--- src/rtl/dwconv_pkg.sv ---
// Shared definitions for the depthwise 1-D INT8 convolution blocks:
// FSM state encoding, configuration address map and requantisation helpers.
package dwconv_pkg;

  typedef enum logic [1:0] {
    IDLE    = 2'd0,
    COMPUTE = 2'd1,
    OUT     = 2'd2,
    FLUSH   = 2'd3
  } state_e;

  // Config address of weight W[c][k]; biases follow the C*K weight words.
  function automatic int wgt_addr(input int c, input int k, input int taps);
    return c * taps + k;
  endfunction

  function automatic int bias_addr(input int c, input int chans, input int taps);
    return chans * taps + c;
  endfunction

  // Round-to-nearest arithmetic right shift; shifts at or beyond the
  // accumulator width collapse to the sign (0 or -1).
  function automatic logic signed [63:0] rshift_round(input logic signed [63:0] acc,
                                                      input int sh, input int accw);
    logic signed [64:0] t;
    if (sh == 0) return acc;
    if (sh >= accw) return acc[63] ? -64'sd1 : 64'sd0;
    t = {acc[63], acc} + (65'sd1 <<< (sh - 1));
    t = t >>> sh;
    return t[63:0];
  endfunction

  // Optional ReLU followed by clamp to the signed 8-bit range.
  function automatic logic signed [7:0] sat8(input logic signed [63:0] v, input logic relu);
    if (relu && (v < 0)) return 8'sd0;
    if (v > 64'sd127) return 8'sd127;
    if (v < -64'sd128) return 8'h80;
    return v[7:0];
  endfunction

endpackage

--- src/rtl/dwconv_requant.sv ---
// Combinational requantiser: accumulator -> rounded, shifted, ReLU'd, saturated int8.
module dwconv_requant
  import dwconv_pkg::*;
#(
  parameter int ACCW = 32,
  parameter int SHW  = 5
) (
  input  logic signed [ACCW-1:0] acc_i,
  input  logic [SHW-1:0]         shift_i,
  input  logic                   relu_i,
  output logic [7:0]             q_o
);

  logic signed [63:0] v;

  // Round/shift in a wide domain, then clamp to int8.
  always_comb begin
    v   = rshift_round(64'(acc_i), int'(shift_i), ACCW);
    q_o = sat8(v, relu_i);
  end

endmodule

--- src/rtl/dwconv1d_int8_stream.sv ---
// Streaming depthwise 1-D convolution: per-channel K-tap windows, one MAC per
// cycle (channel-major, tap-minor), requantised int8 output beat per window.
module dwconv1d_int8_stream
  import dwconv_pkg::*;
#(
  parameter int C        = 4,
  parameter int K        = 3,
  parameter int ACCW     = 32,
  parameter int PAD_SAME = 0,
  parameter int SHW      = 5
) (
  input  logic                         clk,
  input  logic                         rst_n,
  input  logic                         cfg_we,
  input  logic [$clog2(C*K+C)-1:0]     cfg_addr,
  input  logic [ACCW-1:0]              cfg_wdata,
  input  logic [SHW-1:0]               cfg_shift,
  input  logic                         cfg_relu,
  input  logic                         s_valid,
  output logic                         s_ready,
  input  logic [C*8-1:0]               s_data,
  input  logic                         s_last,
  output logic                         m_valid,
  input  logic                         m_ready,
  output logic [C*8-1:0]               m_data,
  output logic                         m_last,
  output logic                         busy,
  output logic                         short_frm
);

  localparam int NW = bias_addr(0, C, K);
  localparam int NA = bias_addr(C, C, K);
  localparam int AW = $clog2(C*K+C);
  localparam int P  = (PAD_SAME != 0) ? (K - 1) / 2 : 0;
  localparam int CW = (C > 1) ? $clog2(C) : 1;
  localparam int KW = (K > 1) ? $clog2(K) : 1;
  localparam int WW = (NW > 1) ? $clog2(NW) : 1;
  localparam int FW = $clog2(K + 1);
  localparam int PW = (P > 0) ? $clog2(P + 1) : 1;

  state_e                 state_q;
  logic                   rdy_q, busy_q, short_q, mvalid_q, mlast_q, winlast_q;
  logic [C*8-1:0]         mdata_q;
  logic [FW-1:0]          fill_q;
  logic [PW-1:0]          flush_q;
  logic [CW-1:0]          ch_q, pend_ch_q;
  logic [KW-1:0]          tap_q;
  logic [WW-1:0]          widx_q;
  logic                   mac_done_q, pend_q;
  logic signed [ACCW-1:0] acc_q;
  logic [SHW-1:0]         shift_q;
  logic                   relu_q;

  logic signed [7:0]      wgt_q  [NW];
  logic signed [ACCW-1:0] bias_q [C];

  logic                   accept, first, win_shift, win_clr, win_zero;
  logic [FW-1:0]          fill_base, fill_d;
  logic [C*8-1:0]         tapx;
  logic signed [7:0]      x, w;
  logic signed [15:0]     prod;
  logic signed [ACCW-1:0] acc_d;
  logic [7:0]             rq;
  logic [AW-1:0]          baddr;

  assign accept    = (state_q == IDLE) && rdy_q && s_valid;
  assign first     = !busy_q;
  assign win_shift = accept || (state_q == FLUSH);
  assign win_clr   = accept && first;
  assign win_zero  = (state_q == FLUSH);
  assign baddr     = cfg_addr - AW'(NW);

  // Window occupancy after this shift: a new frame starts with the leading pads.
  assign fill_base = (accept && first) ? FW'(P) : fill_q;
  assign fill_d    = (fill_base >= FW'(K)) ? FW'(K) : fill_base + 1'b1;

  for (genvar gi = 0; gi < C; gi++) begin : g_win
    logic [7:0] win_q [K];

    // Shift a new sample (or a tail pad zero) into this channel's window, oldest at tap 0.
    always_ff @(posedge clk or negedge rst_n) begin
      if (!rst_n) begin
        for (int k = 0; k < K; k++) win_q[k] <= '0;
      end else if (win_shift) begin
        for (int k = 0; k < K - 1; k++) win_q[k] <= win_clr ? 8'd0 : win_q[k+1];
        win_q[K-1] <= win_zero ? 8'd0 : s_data[8*gi +: 8];
      end
    end

    assign tapx[8*gi +: 8] = win_q[tap_q];
  end

  // One MAC: the first tap of a channel restarts from that channel's bias.
  always_comb begin
    x     = tapx[{ch_q, 3'b000} +: 8];
    w     = wgt_q[widx_q];
    prod  = x * w;
    acc_d = ((tap_q == '0) ? bias_q[ch_q] : acc_q) + ACCW'(prod);
  end

  dwconv_requant #(.ACCW(ACCW), .SHW(SHW)) u_requant (
    .acc_i   (acc_q),
    .shift_i (shift_q),
    .relu_i  (relu_q),
    .q_o     (rq)
  );

  // Coefficient register file; writes land only between frames.
  always_ff @(posedge clk or negedge rst_n) begin
    if (!rst_n) begin
      for (int i = 0; i < NW; i++) wgt_q[i] <= '0;
      for (int i = 0; i < C; i++) bias_q[i] <= '0;
    end else if (cfg_we && !busy_q) begin
      if (int'(cfg_addr) < NW) wgt_q[cfg_addr[WW-1:0]] <= cfg_wdata[7:0];
      else if (int'(cfg_addr) < NA) bias_q[baddr[CW-1:0]] <= cfg_wdata;
    end
  end

  // Frame control FSM with registered handshake/status outputs and MAC sequencing.
  always_ff @(posedge clk or negedge rst_n) begin
    if (!rst_n) begin
      state_q <= IDLE;      rdy_q <= 1'b0;   busy_q <= 1'b0;    short_q <= 1'b0;
      mvalid_q <= 1'b0;     mlast_q <= 1'b0; mdata_q <= '0;     winlast_q <= 1'b0;
      fill_q <= '0;         flush_q <= '0;   ch_q <= '0;        tap_q <= '0;
      widx_q <= '0;         pend_q <= 1'b0;  pend_ch_q <= '0;   mac_done_q <= 1'b0;
      acc_q <= '0;          shift_q <= '0;   relu_q <= 1'b0;
    end else begin
      short_q <= 1'b0;
      case (state_q)
        IDLE: begin
          rdy_q <= 1'b1;
          if (accept) begin
            fill_q <= fill_d;
            if (first) begin
              busy_q  <= 1'b1;
              shift_q <= cfg_shift;
              relu_q  <= cfg_relu;
              flush_q <= '0;
            end
            if (fill_d == FW'(K)) begin
              state_q <= COMPUTE; rdy_q <= 1'b0;
              ch_q <= '0; tap_q <= '0; widx_q <= '0; mac_done_q <= 1'b0; pend_q <= 1'b0;
              winlast_q <= s_last && (P == 0);
              if (s_last) flush_q <= PW'(P);
            end else if (s_last) begin
              if (P == 0) begin
                short_q <= 1'b1;
                busy_q  <= 1'b0;
              end else begin
                state_q <= FLUSH; rdy_q <= 1'b0;
                flush_q <= PW'(P);
              end
            end
          end
        end
        COMPUTE: begin
          if (pend_q) mdata_q[{pend_ch_q, 3'b000} +: 8] <= rq;
          pend_q <= 1'b0;
          if (!mac_done_q) begin
            acc_q  <= acc_d;
            widx_q <= widx_q + 1'b1;
            if (tap_q == KW'(K - 1)) begin
              pend_q <= 1'b1; pend_ch_q <= ch_q; tap_q <= '0;
              if (ch_q == CW'(C - 1)) begin
                mac_done_q <= 1'b1; ch_q <= '0;
              end else begin
                ch_q <= ch_q + 1'b1;
              end
            end else begin
              tap_q <= tap_q + 1'b1;
            end
          end else begin
            mac_done_q <= 1'b0;
            state_q <= OUT; mvalid_q <= 1'b1; mlast_q <= winlast_q;
          end
        end
        OUT: begin
          if (m_ready) begin
            mvalid_q <= 1'b0; mlast_q <= 1'b0;
            if (flush_q != '0) begin
              state_q <= FLUSH;
            end else begin
              state_q <= IDLE; rdy_q <= 1'b1;
              if (mlast_q) busy_q <= 1'b0;
            end
          end
        end
        FLUSH: begin
          fill_q  <= fill_d;
          flush_q <= flush_q - 1'b1;
          if (fill_d == FW'(K)) begin
            state_q <= COMPUTE;
            ch_q <= '0; tap_q <= '0; widx_q <= '0; mac_done_q <= 1'b0; pend_q <= 1'b0;
            winlast_q <= (flush_q == PW'(1));
          end
        end
        default: state_q <= IDLE;
      endcase
    end
  end

  assign s_ready   = rdy_q;
  assign m_valid   = mvalid_q;
  assign m_data    = mdata_q;
  assign m_last    = mlast_q;
  assign busy      = busy_q;
  assign short_frm = short_q;

endmodule
--- config.mk ---
export PLATFORM = sky130hd
export DESIGN_NAME = dwconv1d_int8_stream
export DESIGN_NICKNAME = d
export VERILOG_FILES = /design/src/rtl/dwconv_pkg.sv /design/src/rtl/dwconv_requant.sv /design/src/rtl/dwconv1d_int8_stream.sv
export SDC_FILE = /design/constraint.sdc
export NUM_CORES = 1
export LEC_CHECK = 0
export CAP_MARGIN = 20
export CORE_MARGIN = 8
export CORE_UTILIZATION = 58
export CTS_CLUSTER_SIZE = 14
export DETAILED_ROUTE_END_ITERATION = 12
export PLACE_DENSITY = 0.8
export SLEW_MARGIN = 30
export SYNTH_ARGS = -nofsm -noshare
export SYNTH_HDL_FRONTEND = slang
export SYNTH_SLANG_ARGS = --single-unit
--- constraint.sdc ---
create_clock -name clk -period 8.3 [get_ports clk]
set_input_delay 1.66 -clock clk [delete_from_list [all_inputs] [get_ports clk]]
set_output_delay 1.66 -clock clk [all_outputs]
set_load 0.1 [all_outputs]
==> qor.yml <==
critical_path:
  crit_family: "compound AO/OA/AOI/OAI gates"
  crit_required_ns: 8.77
  critical_path.slowest_cell: "a21boi_0"
  reg2regPathDepth: 28
  crit_path_max_fanout: 8
  crit_path_end: "m_data[3]"
  arrival_ns: 8.49
  path_class: "flip-flop to flip-flop"
  path_buf_inv: 7
  slowest_delay_ns: 0.60
  cpMostUsedCell: "buf_4"
  r2r_start: "shift_q[1]"
  crit_cells: 28
  rrSetupSlack_ns: 0.28
  crit_start: "shift_q[1]"
  start_kind: "flip-flop"
  cp-end-kind: "flip-flop"
  reg2reg_to: "m_data[3]"
job:
  drv_cap: 0
placement:
  place.detailed.hpwl_mm: 108
  port_buffers: 116
  routabilityCongestion: 1.07
  placed_area_um2: 40300
synth:
  synth_cells: 4177
  synth_top_area_share: 0.278
  ys_types: 117
  synth-edff-count: 0
  synth_area_per_cell_um2: 8.90
  ys_seq_elements: 413
  yosysTopAreaCell: "dfrtp_1"
  synth_area_leaders: "dfrtp_1, mux2_2, fa_1"
  async_reset_ff_frac: 1.00
  synth_common_cells: "nand2_1, dfrtp_1, nor2_1"
  yosys_warnings: 0
  yosysMostFrequentCell: "nand2_1"
  synthFlopType: "dfrtp_1"
  syn_area_um2: 37200
  yosysSeqAreaShare: 0.278
timing:
  min_period_over_period: 0.966
  max_clock_freq_mhz: 125
  finalHoldViolations: 0
  rsz0062_at_grt: "yes"
  tns_ns: 0
  period_minus_slack_ns: 8.02
  slew_viol_final: 0
  skew_ns: 0.0383
  worst_pin_slew_ns: 1.01
  setup_violations: 0
  slew_headroom: 0.326
layout:
  seqCellArea_um2: 10300
  area_delta_synth_final_pct: 12.6
  design_area_um2: 41900
  nNetsFinal: 4704
  drive_above_1_share: 0.166
  fill_cells: 5185
  multiInputGateArea_um2: 25300
  fin_util: 0.655
detailed_routing:
  wl_mm: 144
  drcViolationCount: 0
  first_pass_iters: 8
  num_vias: 35875
  viasPerCell: 6.86
  first_iter_violations: 4235
  wl_per_cell_um: 27.4
  antenna_left: 0
grt:
  grt_pass1_vias: 35489
  grt_usage: 0.380
  antenna_found_initial: 4
  overflow: 0
  grt_pass1_wl_mm: 217
  grt_start_max_net_pins: 177
cts:
  postCtsHoldBufs: 0
  ctsRootBufferMaster: "clkbuf_16"
  cts_buffers: 41
  htree_levels: 2
  clk_pin_slew_ns: 0.06
  cts_sinks: 413
  clk_latency_ns: 0.59
  tritoncts: "built"
  clock_path_buffers: 3
floorplanning:
  dieArea_um2: 72400
  core-area_um2: 63900
  die_y_um: 269
  die_width_um: 269
  ios: 117
  start_util: 0.582
  rows: 93
worst_hold_path:
  hold_path.class: "flip-flop to flip-flop"
  holdPathStages: 1
outcome:
  status: "finished, final reports clean"
## cell type report
class,instances,area share
timing repair buffer,348,0.0719
sequential,413,0.247
inverter,187,0.0168
clock inverter,14,0.00481
antenna,2,0.000120
tap,855,0.0256
multi-input combinational,3351,0.605
clock buffer,60,0.0286
## cells by family (layout without fill, tap and decap cells)
family          count (synthesis)  count (layout)  synth area share
fa+ha+maj                     282             282             0.123
simple gates                 1387            1387             0.172
xor+xnor                       65              65            0.0155
mux                           453             453             0.156
buf+inv                       444             609            0.0468
compound gates               1132            1132             0.209
other cells                     1              34          0.000101
flops                         413             413             0.278
## repair_timing
| action | in CTS | in global routing |
|---|---|---|
| endpoints found under the setup margin | 0 | 31 |
| buffers inserted | 0 | 0 |
| resized for setup | 0 | 10 |
## metrics by stage
stage | hold slack (ns) | worst slack [ns] | instances
after CTS | 0.485 | 0.175 | 5226
after global routing | 0.514 | 0.0136 | 5228
after detailed placement | 0.473 | 0.258 | 5152
after global placement | 0.458 | 0.283 | 5151
final | 0.480 | 0.280 | 5230
after floorplan | 0.440 | -0.0387 | 4208
## per-layer routing
metal / track usage / vias up / part of all wire
li1: - / 15689 / -
met1: 0.455 / 17494 / 0.37
met2: 0.621 / 2068 / 0.46
met3: 0.0597 / 622 / 0.079
met4: 0.274 / 2 / 0.089
met5: 0 / - / 0.000077
## worst min path at each step
stage | from | to | slack [ns]
finish | fill_q[0] | fill_q[0] | 0.48
global route | m_data[13] | m_data[13] | 0.51
CTS | fill_q[0] | fill_q[0] | 0.48
detailed placement | m_data[13] | m_data[13] | 0.47
global placement | fill_q[0] | fill_q[0] | 0.46
floorplan | fill_q[0] | fill_q[0] | 0.44
## placed cells by master, fill, tap and decap left out, types with 137 or more instances in the layout
master and instances:
dfrtp_1 405, fa_1 137, nand2_1 591, mux2_2 246, ha_1 145, inv_1 182, buf_4 225, a21oi_1 303
o21ai_0 169, nor2_1 309
## registers in the layout, summed over array words and instances (netlist names), 2 cells and up
name,flops
fill_q,2
pend_ch_q,2
g_win.win_q,96
m_data,32
widx_q,4
wgt_q,96
bias_q,128
state_q,2
tap_q,2
shift_q,5
acc_q,32
ch_q,2
Power is not shown: default switching activity piles up to over one toggle a cycle in this logic, so the estimate is an artifact.
